$ cat src/rtl/hwpe_stream_tcdm_loader.sv
// Strided TCDM read engine feeding a valid/ready stream; first word is valid 3 cycles after start.
// Sink backpressure parks words in the response FIFO; requests pause once FIFO plus in-flight reach capacity.

module hwpe_stream_tcdm_loader_fifo #(
  parameter int unsigned DW    = 32,
  parameter int unsigned DEPTH = 4
) (
  input  logic                       clk_i,
  input  logic                       clear_i,
  input  logic                       push_i,
  input  logic [DW-1:0]              data_i,
  input  logic                       pop_i,
  output logic [DW-1:0]              data_o,
  output logic                       empty_o,
  output logic [$clog2(DEPTH):0]     occ_o
);
  localparam int unsigned PW = $clog2(DEPTH);
  localparam logic [PW:0] FULL_L = (PW+1)'(DEPTH);

  logic [DW-1:0] mem_q [DEPTH];
  logic [DW-1:0] mem_d [DEPTH];
  logic [PW-1:0] wr_q, wr_d, rd_q, rd_d;
  logic [PW:0]   occ_q, occ_d;
  logic          full;

  always_comb begin
    mem_d = mem_q;
    wr_d  = wr_q;
    rd_d  = rd_q;
    occ_d = occ_q;
    if (push_i) begin
      mem_d[wr_q] = data_i;
      wr_d        = wr_q + PW'(1);
    end
    if (pop_i) begin
      rd_d = rd_q + PW'(1);
    end
    if (push_i && !pop_i) begin
      occ_d = occ_q + (PW+1)'(1);
    end else if (pop_i && !push_i) begin
      occ_d = occ_q - (PW+1)'(1);
    end
  end

  always_ff @(posedge clk_i) begin
    if (clear_i) begin
      wr_q  <= '0;
      rd_q  <= '0;
      occ_q <= '0;
    end else begin
      wr_q  <= wr_d;
      rd_q  <= rd_d;
      occ_q <= occ_d;
    end
  end

  // Storage needs no reset: the head is only visible while the FIFO is non-empty.
  always_ff @(posedge clk_i) begin
    mem_q <= mem_d;
  end

  assign full    = (occ_q == FULL_L);
  assign empty_o = (occ_q == '0);
  assign occ_o   = occ_q;
  assign data_o  = mem_q[rd_q];

  a_no_overflow: assert property (@(posedge clk_i) disable iff (clear_i) !(push_i && full));

endmodule

module hwpe_stream_tcdm_loader #(
  parameter int unsigned DATA_WIDTH = 32,
  parameter int unsigned ADDR_WIDTH = 32,
  parameter int unsigned CNT_WIDTH  = 16,
  parameter int unsigned FIFO_DEPTH = 4
) (
  input  logic                    clk_i,
  input  logic                    clear_i,
  input  logic                    start_i,
  input  logic [ADDR_WIDTH-1:0]   base_addr_i,
  input  logic [ADDR_WIDTH-1:0]   stride_i,
  input  logic [CNT_WIDTH-1:0]    count_i,
  output logic                    busy_o,
  output logic                    done_o,
  output logic                    tcdm_req_o,
  input  logic                    tcdm_gnt_i,
  output logic [ADDR_WIDTH-1:0]   tcdm_add_o,
  output logic                    tcdm_wen_o,
  output logic [DATA_WIDTH/8-1:0] tcdm_be_o,
  output logic [DATA_WIDTH-1:0]   tcdm_data_o,
  input  logic [DATA_WIDTH-1:0]   tcdm_r_data_i,
  input  logic                    tcdm_r_valid_i,
  output logic                    stream_valid_o,
  input  logic                    stream_ready_i,
  output logic [DATA_WIDTH-1:0]   stream_data_o,
  output logic [DATA_WIDTH/8-1:0] stream_strb_o
);
  localparam int unsigned PW = $clog2(FIFO_DEPTH);
  localparam logic [PW+1:0]      CREDIT_MAX = (PW+2)'(FIFO_DEPTH);
  localparam logic [CNT_WIDTH-1:0] CNT_ONE  = CNT_WIDTH'(1);

  typedef enum logic [1:0] {IDLE, REQ, DRAIN, DONE} state_e;

  state_e                state_q, state_d;
  logic [ADDR_WIDTH-1:0] addr_q, addr_d, stride_q, stride_d;
  logic [CNT_WIDTH-1:0]  count_q, count_d, issue_q, issue_d, out_q, out_d;
  logic                  inflight_q, inflight_d;
  logic                  busy_q, busy_d, done_q, done_d;

  logic [PW:0]           fifo_occ;
  logic                  fifo_empty;
  logic [DATA_WIDTH-1:0] fifo_data;
  logic [PW+1:0]         credit_used;
  logic                  req, gnt_fire, push, pop;

  always_comb begin
    credit_used = {1'b0, fifo_occ} + {{(PW+1){1'b0}}, inflight_q};
    req         = (state_q == REQ) && (credit_used < CREDIT_MAX);
    gnt_fire    = req && tcdm_gnt_i;
    push        = tcdm_r_valid_i && inflight_q;
    pop         = !fifo_empty && stream_ready_i;
  end

  always_comb begin
    state_d    = state_q;
    addr_d     = addr_q;
    stride_d   = stride_q;
    count_d    = count_q;
    issue_d    = issue_q;
    out_d      = pop ? out_q + CNT_ONE : out_q;
    inflight_d = gnt_fire || (inflight_q && !tcdm_r_valid_i);
    unique case (state_q)
      IDLE: begin
        if (start_i) begin
          addr_d   = base_addr_i;
          stride_d = stride_i;
          count_d  = count_i;
          issue_d  = '0;
          out_d    = '0;
          // An empty job passes through DRAIN so done lands two cycles after start.
          state_d  = (count_i != '0) ? REQ : DRAIN;
        end
      end
      REQ: begin
        if (gnt_fire) begin
          issue_d = issue_q + CNT_ONE;
          if (issue_q + CNT_ONE == count_q) begin
            state_d = DRAIN;
          end else begin
            addr_d = addr_q + stride_q;
          end
        end
      end
      DRAIN: begin
        if ((count_q == '0) || (pop && (out_q + CNT_ONE == count_q))) begin
          state_d = DONE;
        end
      end
      DONE: begin
        state_d = IDLE;
      end
      default: state_d = IDLE;
    endcase
    busy_d = (state_d != IDLE);
    done_d = (state_d == DONE);
  end

  always_ff @(posedge clk_i) begin
    if (clear_i) begin
      state_q    <= IDLE;
      addr_q     <= '0;
      stride_q   <= '0;
      count_q    <= '0;
      issue_q    <= '0;
      out_q      <= '0;
      inflight_q <= 1'b0;
      busy_q     <= 1'b0;
      done_q     <= 1'b0;
    end else begin
      state_q    <= state_d;
      addr_q     <= addr_d;
      stride_q   <= stride_d;
      count_q    <= count_d;
      issue_q    <= issue_d;
      out_q      <= out_d;
      inflight_q <= inflight_d;
      busy_q     <= busy_d;
      done_q     <= done_d;
    end
  end

  hwpe_stream_tcdm_loader_fifo #(
    .DW    (DATA_WIDTH),
    .DEPTH (FIFO_DEPTH)
  ) i_fifo (
    .clk_i   (clk_i),
    .clear_i (clear_i),
    .push_i  (push),
    .data_i  (tcdm_r_data_i),
    .pop_i   (pop),
    .data_o  (fifo_data),
    .empty_o (fifo_empty),
    .occ_o   (fifo_occ)
  );

  assign busy_o         = busy_q;
  assign done_o         = done_q;
  assign tcdm_req_o     = req;
  assign tcdm_add_o     = addr_q;
  assign tcdm_wen_o     = 1'b1;
  assign tcdm_be_o      = '1;
  assign tcdm_data_o    = '0;
  assign stream_valid_o = !fifo_empty;
  assign stream_data_o  = fifo_empty ? '0 : fifo_data;
  assign stream_strb_o  = fifo_empty ? '0 : '1;

endmodule

$ cat config.mk
export PLATFORM = sky130hd
export DESIGN_NAME = hwpe_stream_tcdm_loader
export DESIGN_NICKNAME = d
export VERILOG_FILES = /design/src/rtl/hwpe_stream_tcdm_loader.sv
export SDC_FILE = /design/constraint.sdc
export NUM_CORES = 1
export LEC_CHECK = 0
export CORE_MARGIN = 1
export CORE_UTILIZATION = 55
export CTS_BUF_LIST = sky130_fd_sc_hd__clkbuf_2
export DETAILED_ROUTE_END_ITERATION = 6
export PLACE_DENSITY = 0.8
export SLEW_MARGIN = 20
export SYNTH_ARGS = -nofsm -noshare
export SYNTH_HDL_FRONTEND = slang
export SYNTH_SLANG_ARGS = --single-unit
$ cat constraint.sdc
create_clock -name clk_i -period 3.6 [get_ports clk_i]
set_input_delay 0.36 -clock clk_i [delete_from_list [all_inputs] [get_ports clk_i]]
set_output_delay 0.36 -clock clk_i [all_outputs]
set_load 0.1 [all_outputs]
==> results.toml <==
[run_status]
outcome = "finished, final reports clean"

[timing]
final.min_clock_period_ns = 3.24
max_clock_freq_mhz = 308
timing.slew.headroom = 0.308
rsz0062_at_grt = "no"
postLayoutSetupSlackWorst_ns = 0.358
finalHoldViolations = 0
period_share = 0.901
setup_skew_ns = 0.0803
setup_violations = 0
worst-slew-pin-transition_ns = 1.04
maxSlewViolCount = 0
fin_setup_tns_ns = 0

[global_route]
grt_pass1_wl_um = 52100
grt_usage = 0.270
grt_start_max_net_pins = 58
antenna_violations_before_repair = 2
first_global_vias = 10452
overflow = 0

[clock_network]
cts_inserted_buffers = 66
tritoncts_clock_tree = "built"
clkTransAtPathRegs_ns = 0.10
cts_repair_resize_count = 0
cts_max_level = 3
clock-root-buffer = "sky130_fd_sc_hd__clkbuf_2"
clkSinkCount = 252
insertion_delay_ns = 0.82
cts-root-to-sink-buffers = 3

[worst_setup_path]
worstPathRequired_ns = 4.27
path_class = "flip-flop to flip-flop"
worstSetupStartpointType = "flip-flop"
cp.buffers_inverters = 1
critical_path_peak_fanout = 27
slowest_cp_cell = "sky130_fd_sc_hd__or4_1"
critPathCaptureType = "flip-flop"
worst_path_largest_cell_delay_ns = 0.50
cp_data_arrival_time_ns = 3.91
timing.critical_path.cells = "ha_1 -> nand3_1 -> or4_1 -> a22o_1 -> a221o_1 -> nor4_4 -> a21oi_4 -> buf_12 -> mux2i_1 -> nor2_1"
cpLargestDelayFamily = "simple AND/OR/NAND/NOR gates"

[synth]
seq_area_frac_synth = 0.477
synthesis.instances = 1324
yosysWarningCount = 0
synth_edf_count = 128
synth.cell_area_um2 = 13300
synth_seq_cells = 252
syn_avg_cell_area_um2 = 10.0
ys_dominant_reg_cell = "sky130_fd_sc_hd__edfxtp_1"
postSynth.asyncResetShare = 0
netlist-cell-type-count = 72

[die]
floorplan.initialDensity = 0.563
die_area_um2 = 24700
boundaryPins = 227
placementRows = 56
die_height_um = 157
chipWidth_um = 157
floorplan.core_area_um2 = 23500

[cells_and_area]
layoutNonFillerInstCount = 1885
finish.utilization = 0.674
nets_final = 1676
layout_cell_share_with_drive_strength_beyond_1 = 0.146
area.growth.synth_to_final_pct = 19.7
layout_common_cells = "sky130_fd_sc_hd__nand2_1, sky130_fd_sc_hd__clkdlybuf4s50_1, sky130_fd_sc_hd__edfxtp_1"
mostFrequentLayoutCell = "sky130_fd_sc_hd__nand2_1"

[power_and_ir_drop]
power_density_nw_per_um2 = 619
vdd.ir_drop.worst_mv = 0.705
p_leak_nw = 6.07
total_power_w = 0.00983

[min_path]
worstHoldPathType = "primary input to flip-flop"

[drt]
route.antenna.remaining_nets = 0
drt-initial-drc-count = 669
route.detailed.vias_per_inst = 5.67
drt-pass1-iter-count = 5
vias = 10692
routed_wire_length_per_instance_um = 17.6
drc_errors = 0
route.final.wire_length_um = 33300

[place]
numPortBuffers = 189
gp_congestion = 0.978
dp_slack_ns = 0.262
numPlacedInstances = 1767
hpwl_um = 23000

[job]
drv_cap = 0
==> registers in the layout, indices dropped and copies added, names as in the netlist, 2 cells and up <==
signal	flops
count_q	16
i_fifo.mem_q	128
i_fifo.occ_o	3
i_fifo.rd_q	2
i_fifo.wr_q	2
issue_q	16
out_q	16
state_q	2
stride_q	32
tcdm_add_o	32
==> synth_stat cells, types with 5 or more instances <==
cell / count / area share
sky130_fd_sc_hd__nand2_1: 172 / 0.049
sky130_fd_sc_hd__edfxtp_1: 128 / 0.29
sky130_fd_sc_hd__dfxtp_1: 124 / 0.19
sky130_fd_sc_hd__a21oi_1: 119 / 0.045
sky130_fd_sc_hd__nor2_1: 102 / 0.029
sky130_fd_sc_hd__clkbuf_1: 73 / 0.021
sky130_fd_sc_hd__xnor2_1: 53 / 0.035
sky130_fd_sc_hd__o21ai_0: 46 / 0.017
sky130_fd_sc_hd__buf_4: 41 / 0.023
sky130_fd_sc_hd__and2_1: 39 / 0.018
sky130_fd_sc_hd__ha_1: 38 / 0.036
sky130_fd_sc_hd__mux4_2: 32 / 0.054
sky130_fd_sc_hd__xor2_1: 31 / 0.020
sky130_fd_sc_hd__inv_1: 23 / 0.0065
sky130_fd_sc_hd__nand3_1: 23 / 0.0087
sky130_fd_sc_hd__and3_1: 20 / 0.0094
sky130_fd_sc_hd__nand4_1: 20 / 0.0094
sky130_fd_sc_hd__nor3_1: 20 / 0.0075
sky130_fd_sc_hd__o211ai_1: 17 / 0.0096
sky130_fd_sc_hd__nor4_1: 16 / 0.0075
sky130_fd_sc_hd__a21o_1: 15 / 0.0085
sky130_fd_sc_hd__or3_1: 15 / 0.0071
sky130_fd_sc_hd__o211a_1: 12 / 0.0091
sky130_fd_sc_hd__a311oi_1: 10 / 0.0066
sky130_fd_sc_hd__a211oi_1: 9 / 0.0051
sky130_fd_sc_hd__a211oi_2: 9 / 0.0085
sky130_fd_sc_hd__mux2i_1: 8 / 0.0060
sky130_fd_sc_hd__nand2b_1: 8 / 0.0038
sky130_fd_sc_hd__buf_1: 7 / 0.0020
sky130_fd_sc_hd__and4_1: 6 / 0.0040
sky130_fd_sc_hd__nor2b_1: 6 / 0.0028
sky130_fd_sc_hd__a31oi_1: 5 / 0.0024
sky130_fd_sc_hd__o2111ai_1: 5 / 0.0033
==> report_power, final <==
part / internal, W / total, W / switching [W]
Combinational: 0.00108 / 0.00439 / 0.00331
Sequential: 0.00313 / 0.00328 / 0.000150
Clock: 0.000985 / 0.00216 / 0.00117
==> cell families (layout without fill, tap and decap cells) <==
group | count (synthesis) | count (layout) | share of synthesized area
AOI/OAI and AO/OA | 291 | 292 | 0.144
buffers and inverters | 150 | 355 | 0.0556
adders and majority gates | 40 | 40 | 0.0389
and+or+nand+nor | 465 | 465 | 0.168
xor gates and xnor gates | 84 | 84 | 0.0555
muxes | 40 | 40 | 0.0604
DFF | 252 | 252 | 0.477
other | 2 | 38 | 0.000566
==> area by class of cell <==
type | count | area [µm²]
flip-flops and latches | 252 | 6330
fillers | 1890 | 7670
inverters | 23 | 86.3
repair buffers | 217 | 2030
clock buffers | 93 | 465
multi-input cells | 958 | 6360
well taps | 319 | 399
clock inverters | 22 | 200
diodes | 1 | 2.50
==> worst min-delay path: cells and delay by family <==
kind | cells | cell delay, ns
buffers and inverters | 1 | 0.40
and+or+nand+nor | 1 | 0.06
AOI/OAI and AO/OA | 1 | 0.05
==> per-layer routing <==
layer / global-route usage / share of wire / vias up
met5: 0 / 0.00048 / -
met4: 0.104 / 0.021 / 2
met3: 0.0597 / 0.068 / 60
met2: 0.470 / 0.50 / 379
met1: 0.326 / 0.41 / 5080
li1: - / - / 5171
==> path summary, 6_finish.rpt <==
check                     from       endpoint  slack [ns]  depth (start not counted)
setup / recovery    issue_q[0]  tcdm_add_o[8]        0.36                         10
hold / removal     stride_i[7]    stride_q[7]        0.09                          3
setup reg to reg    issue_q[0]  tcdm_add_o[8]        0.36                         10
hold reg to reg   stride_q[19]   stride_q[19]        0.47                          2
==> per-stage QoR <==
stage | hold slack (ns) | area (µm²)
floorplan | 0.440 | 13400
global placement | 0.449 | 15200
detailed placement | 0.454 | 15200
CTS | 0.00522 | 15900
global route | 0.0490 | 15900
finish | 0.0884 | 15900
==> repair_timing <==
action | 4_1_cts | 5_1_grt
endpoints found under the hold margin | 37 | 0
setup endpoints to repair | 0 | 6
buffers inserted | 0 | 0
hold buffers | 1 | 0
(Power assumes the default switching activity.)
